## src/rtl/sm83_pkg.sv

```systemverilog
// ---------------------------------------------------------------------------
// sm83_pkg
// Shared types for the SM83 core's arithmetic path: the 8-bit ALU opcode,
// the flag register layout, the 16-bit sequencer opcode and state, and the
// flag-merge rule the 16-bit sequencer applies when it finishes an operation.
// ---------------------------------------------------------------------------
package sm83_pkg;

  typedef logic [7:0] data_t;

  // F register bits in architectural order (Z N H C).
  typedef struct packed {
    logic z;
    logic n;
    logic h;
    logic c;
  } flags_t;

  typedef enum logic [2:0] {
    ALU_NOP,
    ALU_ADD,
    ALU_ADC,
    ALU_SUB,
    ALU_SBC
  } alu_op_t;

  typedef enum logic [1:0] {
    ALU16_ADD_HL,
    ALU16_ADD_SP,
    ALU16_INC,
    ALU16_DEC
  } alu16_op_t;

  typedef enum logic [1:0] {
    ALU16_ST_IDLE,
    ALU16_ST_LO,
    ALU16_ST_HI,
    ALU16_ST_DONE
  } alu16_state_t;

  // ADD HL keeps Z and reports H/C from bit 11/15; ADD SP clears Z/N and
  // reports H/C from the low byte (bit 3/7); INC rr / DEC rr leave F alone.
  function automatic flags_t alu16_merge_flags(alu16_op_t op, flags_t in_flags,
                                               logic h_lo, logic c_lo,
                                               logic h_hi, logic c_hi);
    flags_t f;
    f = in_flags;
    case (op)
      ALU16_ADD_HL: begin
        f.n = 1'b0;
        f.h = h_hi;
        f.c = c_hi;
      end
      ALU16_ADD_SP: begin
        f.z = 1'b0;
        f.n = 1'b0;
        f.h = h_lo;
        f.c = c_lo;
      end
      default: f = in_flags;
    endcase
    return f;
  endfunction

endpackage

```

## src/rtl/alu16_seq.sv

```systemverilog
// ---------------------------------------------------------------------------
// alu16_seq
// Runs SM83 16-bit arithmetic (ADD HL,rr / ADD SP,e8 / INC rr / DEC rr) as
// two passes over the shared 8-bit ALU: low byte first, then high byte with
// the low-byte carry chained in. The ALU is requested with alu_req and only
// advances a pass on a cycle where alu_gnt is high.
//
// Ports
//   clk, rst        core clock, synchronous active-high reset
//   start, op       launch request (sampled only in IDLE) and operation
//   opa, opb        16-bit operands (opb[7:0] is e8 for ADD SP)
//   in_flags        F at launch time
//   busy, done      op in flight / one-cycle completion pulse
//   result          16-bit result, held until the next done
//   out_flags       merged F, held with result
//   alu_req/alu_gnt request/grant handshake with the ALU operand mux
//   alu_op, alu_op1, alu_op2, alu_in_flags   operands driven to the ALU
//   alu_result, alu_out_flags                combinational ALU outputs
//
// Build option
//   ALU16_FAST_INCDEC_EN : INC/DEC use a local 16-bit incrementer, never
//   request the ALU and complete one cycle after start.
// ---------------------------------------------------------------------------
module alu16_seq
  import sm83_pkg::*;
(
  input  logic         clk,
  input  logic         rst,
  input  logic         start,
  input  alu16_op_t    op,
  input  logic [15:0]  opa,
  input  logic [15:0]  opb,
  input  flags_t       in_flags,
  output logic         busy,
  output logic         done,
  output logic [15:0]  result,
  output flags_t       out_flags,
  output logic         alu_req,
  input  logic         alu_gnt,
  output alu_op_t      alu_op,
  output data_t        alu_op1,
  output data_t        alu_op2,
  output flags_t       alu_in_flags,
  input  data_t        alu_result,
  input  flags_t       alu_out_flags
);

  alu16_state_t state_q, state_d;
  alu16_op_t    op_q, op_d;
  logic [15:0]  opa_q, opa_d;
  logic [15:0]  opb_q, opb_d;
  flags_t       flags_q, flags_d;
  data_t        res_lo_q, res_lo_d;
  logic         carry_q, carry_d;
  logic         h_lo_q, h_lo_d;
  logic [15:0]  result_q, result_d;
  flags_t       out_flags_q, out_flags_d;

  // State register
  always_ff @(posedge clk) begin
    if (rst) begin
      state_q     <= ALU16_ST_IDLE;
      op_q        <= ALU16_ADD_HL;
      opa_q       <= '0;
      opb_q       <= '0;
      flags_q     <= '0;
      res_lo_q    <= '0;
      carry_q     <= 1'b0;
      h_lo_q      <= 1'b0;
      result_q    <= '0;
      out_flags_q <= '0;
    end else begin
      state_q     <= state_d;
      op_q        <= op_d;
      opa_q       <= opa_d;
      opb_q       <= opb_d;
      flags_q     <= flags_d;
      res_lo_q    <= res_lo_d;
      carry_q     <= carry_d;
      h_lo_q      <= h_lo_d;
      result_q    <= result_d;
      out_flags_q <= out_flags_d;
    end
  end

  // Next-state and datapath capture
  always_comb begin
    state_d     = state_q;
    op_d        = op_q;
    opa_d       = opa_q;
    opb_d       = opb_q;
    flags_d     = flags_q;
    res_lo_d    = res_lo_q;
    carry_d     = carry_q;
    h_lo_d      = h_lo_q;
    result_d    = result_q;
    out_flags_d = out_flags_q;
    case (state_q)
      ALU16_ST_IDLE: begin
        if (start) begin
          // Operands and F are latched so the ALU sees stable values while
          // stalled and later input changes cannot leak into the result.
          op_d    = op;
          opa_d   = opa;
          opb_d   = opb;
          flags_d = in_flags;
          state_d = ALU16_ST_LO;
`ifdef ALU16_FAST_INCDEC_EN
          if (op == ALU16_INC || op == ALU16_DEC) begin
            result_d    = (op == ALU16_INC) ? (opa + 16'd1) : (opa - 16'd1);
            out_flags_d = in_flags;
            state_d     = ALU16_ST_DONE;
          end
`endif
        end
      end
      ALU16_ST_LO: begin
        if (alu_gnt) begin
          res_lo_d = alu_result;
          carry_d  = alu_out_flags.c;
          h_lo_d   = alu_out_flags.h;
          state_d  = ALU16_ST_HI;
        end
      end
      ALU16_ST_HI: begin
        if (alu_gnt) begin
          result_d    = {alu_result, res_lo_q};
          out_flags_d = alu16_merge_flags(op_q, flags_q, h_lo_q, carry_q,
                                          alu_out_flags.h, alu_out_flags.c);
          state_d     = ALU16_ST_DONE;
        end
      end
      default: state_d = ALU16_ST_IDLE;
    endcase
  end

  // Outputs and ALU operand selection
  always_comb begin
    busy         = (state_q != ALU16_ST_IDLE);
    done         = (state_q == ALU16_ST_DONE);
    alu_req      = 1'b0;
    alu_op       = ALU_NOP;
    alu_op1      = '0;
    alu_op2      = '0;
    alu_in_flags = '0;
    case (state_q)
      ALU16_ST_LO: begin
        alu_req = 1'b1;
        alu_op  = (op_q == ALU16_DEC) ? ALU_SUB : ALU_ADD;
        alu_op1 = opa_q[7:0];
        alu_op2 = (op_q == ALU16_ADD_HL || op_q == ALU16_ADD_SP) ? opb_q[7:0] : 8'h01;
      end
      ALU16_ST_HI: begin
        alu_req = 1'b1;
        alu_op  = (op_q == ALU16_DEC) ? ALU_SBC : ALU_ADC;
        alu_op1 = opa_q[15:8];
        case (op_q)
          ALU16_ADD_HL: alu_op2 = opb_q[15:8];
          ALU16_ADD_SP: alu_op2 = {8{opb_q[7]}};  // sign-extend e8
          default:      alu_op2 = 8'h00;
        endcase
        alu_in_flags.c = carry_q;
      end
      default: ;
    endcase
  end

  assign result    = result_q;
  assign out_flags = out_flags_q;

endmodule

```

## config.mk

```make
export PLATFORM = sky130hd
export DESIGN_NAME = alu16_seq
export DESIGN_NICKNAME = d
export VERILOG_FILES = /design/src/rtl/sm83_pkg.sv /design/src/rtl/alu16_seq.sv
export SDC_FILE = /design/constraint.sdc
export NUM_CORES = 1
export LEC_CHECK = 0
export CAP_MARGIN = 20
export CORE_UTILIZATION = 45
export DETAILED_ROUTE_END_ITERATION = 12
export HOLD_SLACK_MARGIN = 0.1
export PLACE_DENSITY_LB_ADDON = 0.05
export SLEW_MARGIN = 30
export SYNTH_ARGS = -nofsm -noshare
export SYNTH_HDL_FRONTEND = slang
export SYNTH_SLANG_ARGS = --single-unit
```

## constraint.sdc

```tcl
create_clock -name clk -period 2.03 [get_ports clk]
set_clock_uncertainty 0.05 [all_clocks]
set_input_delay 0.406 -clock clk [delete_from_list [all_inputs] [get_ports clk]]
set_output_delay 0.406 -clock clk [all_outputs]
set_load 0.1 [all_outputs]
```

**Yosys cells after proc, flatten, opt, wreduce, memory -nomap -nowiden**

Index checks and enable logic that the tools add are counted.
Widths: inputs -> output; s select.

- Eq/ne operators: 8
- Muxes and demuxes: 15
- Reduce and logical (&&, ||, !) cells: 9

Operators with widths:

| cell | count |
|---|---|
| $pmux 8 s2 | 3 |
| $pmux 3 s2 | 2 |
| $mux 2 | 4 |
| $mux 8 | 1 |
| $eq 2x2->1 const B | 3 |
| $ne 2x2->1 const B | 3 |
| $pmux 2 s3 | 1 |
| $reduce_and 2->1 | 3 |
| $eq 2x1->1 const B | 2 |
| $logic_not 2->1 | 2 |
| $mux 1 | 3 |
| $mux 3 | 1 |
| $reduce_and 3->1 | 1 |
| $reduce_bool 2->1 | 1 |
| $reduce_or 2->1 | 1 |
| $logic_or 1x1->1 | 1 |

- Bits in registers: 70
- Bits of input ports: 54
- Output and inout port bits: 46
- Word-level logic and storage cells: 48

**Depth between registers and ports, before layout**

- Depth after elaboration: 4
- Mapped depth: 7
- Depth with buffers taken out: 5

**Worst setup path before layout**

No wires, ideal clock.

- Path type: register to output
- Start: reg state_q[0]
- End: out alu_op2[7]
- Data arrival time: 3.815 ns
- Path slack: -2.241 ns
- Cell stages (with the launch flop): 5
- Cells stage by stage: dfxtp_1 -> inv_1 -> ha_1 -> clkbuf_1 -> nor3b_1

- Longest elaborated chain between the ends: 2

RTL lines:

| item | line | text |
|---|---|---|
| start, declared | alu16_seq.sv:48 | `alu16_state_t state_q, state_d;` |
| start signal, assigned | alu16_seq.sv:73 | `state_q <= state_d;` |
| $eq 2x2->1 or $eq 2x1->1 (tied branches) | alu16_seq.sv:146 | `case (state_q)` |
| $pmux 8 s2 (*) | alu16_seq.sv:146 |  |
| end, declared | alu16_seq.sv:42 | `output data_t alu_op2,` |

Mark *: on every way between the ends. The rest lies on a longest branch, timed or not.

**Worst setup path in the final report**

- Start: reg state_q[1]
- End: out alu_op2[5]

The elaborated chain is that of the path after synthesis.

==> metrics <==
WP data required 1570 ps; CP endpoint kind output port; ant diodes 0; Final nets 534; RSZ-0062 raised after global routing true; Hold Vio Cnt, Final 0; DIE AREA 6750 µm²; antenna viol nets, final 0; Power Total 5.56 mW; routed wire length 7670 µm; I/O pin cnt 100; Min Hold Slack 287 ps; clock share of power 0.182; global-route wire length before repair 11900 µm; count of different cell masters after synthesis 29; Async S/R FF share, synth 0; vias in the first global route 2559; First-pass DRT Iterations 4; Yosys Warn Count 0; # DRC 0; syn_area_per_cell 7.55 µm²; vias 2825; max_cap viols 0; DR iter-0 viols 147; area growth from synthesis to layout 58.0%; type of origin of the critical path flop; Post-Place Setup Slack 44.9 ps; Initial Util 0.477; Seq/Total Area, Yosys 0.485; Pwr Density 1220 nW/µm²; largest net degree at the start of global routing 32; CTS root buffer clkbuf_8; P_sw 2.41 mW; # rows 28; die width 82.1 µm; Peak Freq 457 MHz; Hold Path Sink out_flags[3]; final setup vio count 17; critical path's slowest cell dfxtp_4; beginning of the worst hold path rst; clk sinks 70; total CTS buffers 9; total track usage 0.237; Worst-path clk slew 80 ps; r2r setup slk 280 ps; via/cell ratio 5.08; minimum clock period 2190 ps; Avg WL per Cell 13.8 µm; switch share 0.433; initial antenna violation count 0; Design Area, Final 4570 µm²; CP max stage delay 380 ps; combinational fraction of design power 0.500; worst setup path category flop to output port; Die Y 82.1 µm; Power Internal 3.15 mW; TritonCTS clock tree built; crit share post-route 1.08; worst skew pair latency 330 ps; Reg2Reg Depth 6; FF+latch count, synth 70; hpwl dp 5420 µm; Post-synth EDFFs 0; Hold Path Stages 2; total core area 6060 µm²; Seq pwr share 0.318; worst min path class input pin to flop; clk buf depth 2; TNS Setup -1270 ps; share of cells above drive strength 1 0.245; ys flop type dfxtp_1; critical path peak fanout 6; Mapped Cells 383; Worst EP arrival 1730 ps; P_leak 1.69 nW; Max Slew Vio Count 0; CTS Hold Buffers Added 0; status complete, but fails checks; Cell Chain, Critical Path inv_4 > ha_4 > and3b_2 > nand2_1 > o21ai_4 > buf_12; R2R Path Start state_q[0]; dpl cell area 4270 µm²; Post-Layout Cell Count 556; PnR worst setup slack -157 ps; fin util 0.753; Inst Count DP 538; total grt overflow 0; failing checks setup timing; Max IR drop VDD 0.877 mV; synthesized area 2890 µm²; CP Launch Point state_q[1]; R2R Path End state_q[0]; H-tree depth 3; GPL Wtd Cong 0.756; Port Buffers 94
==> registers in the layout, summed over array words and instances, names as in the netlist <==
name	cells
out_flags	4
h_lo_q	1
op_q	2
opb_q	16
opa_q	16
carry_q	1
res_lo_q	8
flags_q	4
state_q	2
result	16
==> layout make-up <==
cell class                      instances  area, µm²
Fill cell                             474       1500
Multi-Input combinational cell        279       1580
Sequential cell                        70       1410
Clock buffer                           10        138
Timing Repair Buffer                  112       1280
Clock inverter                          6       42.5
Inverter                                4       20.0
Tap cell                               75       93.8
==> critical path: cells and delay by family, from the launching register on <==
kind | cells | cell delay [ps]
DFF | 1 | 380
and+or+nand+nor | 2 | 400
adders and majority gates | 1 | 290
buffers and inverters | 2 | 240
AOI/OAI and AO/OA | 1 | 90
==> placed cells by master (no fill, tap or decap), types with 2 or more instances in the layout <==
cell             netlist  layout
nand3_1                3       3
a21oi_1               74      74
conb_1                 1       3
inv_1                  4       2
inv_6                  0       2
nand2b_1               2       2
nor2_1                 4       2
mux2i_1                3       3
clkbuf_8               0      10
nor2b_4                0       8
clkinvlp_4             0       2
dfxtp_1               70      67
and2_1                 4       3
inv_4                  0       2
nand2_2                0       2
nand2_1              143     141
ha_4                   0       3
clkinv_2               0       2
buf_4                  3      35
and3b_2                0       2
or3_1                  2       2
o211ai_1               2       2
buf_12                 0      25
o21ai_4                0       7
dfxtp_4                0       2
clkdlybuf4s50_1        0      50
a31oi_1                2       2
a22oi_2                0       7
==> how the worst max path moves through the flow <==
stage	to	depth (start not counted)	slack, ps
3_3_place_gp	alu_op2[7]	6	60
5_1_grt	alu_op2[5]	6	-200
6_report	alu_op2[5]	6	-160
3_5_place_dp	alu_op2[7]	6	40
2_1_floorplan	alu_op2[7]	4	-360
4_1_cts	alu_op2[5]	6	-160
==> logic make-up (layout without fill, tap and decap cells) <==
kind of cell,after synthesis,count (layout),synth area share
DFF,70,70,0.485
AOI/OAI and AO/OA,97,97,0.181
buffers and inverters,36,132,0.0567
and+or+nand+nor,171,171,0.244
muxes,4,4,0.0143
adders and majority gates,4,4,0.0173
other,1,3,0.00130
==> layer usage <==
| metal | vias to the layer above | wire length [µm] | GRT usage |
|---|---|---|---|
| met2 | 80 | 3830 | 0.402 |
| met5 | - | 0 | 0 |
| li1 | 1438 | - | - |
| met3 | 5 | 406 | 0.0418 |
| met1 | 1302 | 3380 | 0.301 |
| met4 | 0 | 54 | 0.0877 |
==> power by group through the flow <==
stage	logic, mW	registers, mW	clock network [mW]
after global routing	2.94	1.80	1.10
after CTS	2.78	1.77	1.03
after global placement	2.60	1.76	0
after floorplan	1.76	1.90	0
final	2.78	1.77	1.01
after detailed placement	2.62	1.77	0
==> repair_timing <==
item / in CTS / in global routing
endpoints found under the hold margin: 0 / 0
resized for setup: 26 / 0
setup buffers: 2 / 0
pin swaps: 3 / 0
setup endpoints to repair: 18 / 17
==> synthesized netlist by cell type, types with 2 or more instances <==
| cell | instances | area, µm² |
|---|---|---|
| inv_1 | 4 | 15.0 |
| buf_1 | 2 | 7.51 |
| nand2_1 | 143 | 537 |
| a31oi_1 | 2 | 12.5 |
| nor2b_1 | 9 | 56.3 |
| mux2i_1 | 3 | 30.0 |
| and3b_1 | 2 | 17.5 |
| o21ai_0 | 8 | 40.0 |
| buf_4 | 3 | 22.5 |
| ha_1 | 4 | 50.1 |
| nand3_1 | 3 | 15.0 |
| buf_2 | 8 | 40.0 |
| or3_1 | 2 | 12.5 |
| clkbuf_1 | 18 | 67.6 |
| nand2b_1 | 2 | 12.5 |
| and2_1 | 4 | 25.0 |
| a22oi_1 | 8 | 60.1 |
| dfxtp_1 | 70 | 1400 |
| a21oi_1 | 74 | 370 |
| o211ai_1 | 2 | 15.0 |
| nor2_1 | 4 | 15.0 |
No activity file was read; power rests on OpenSTA's default activity.
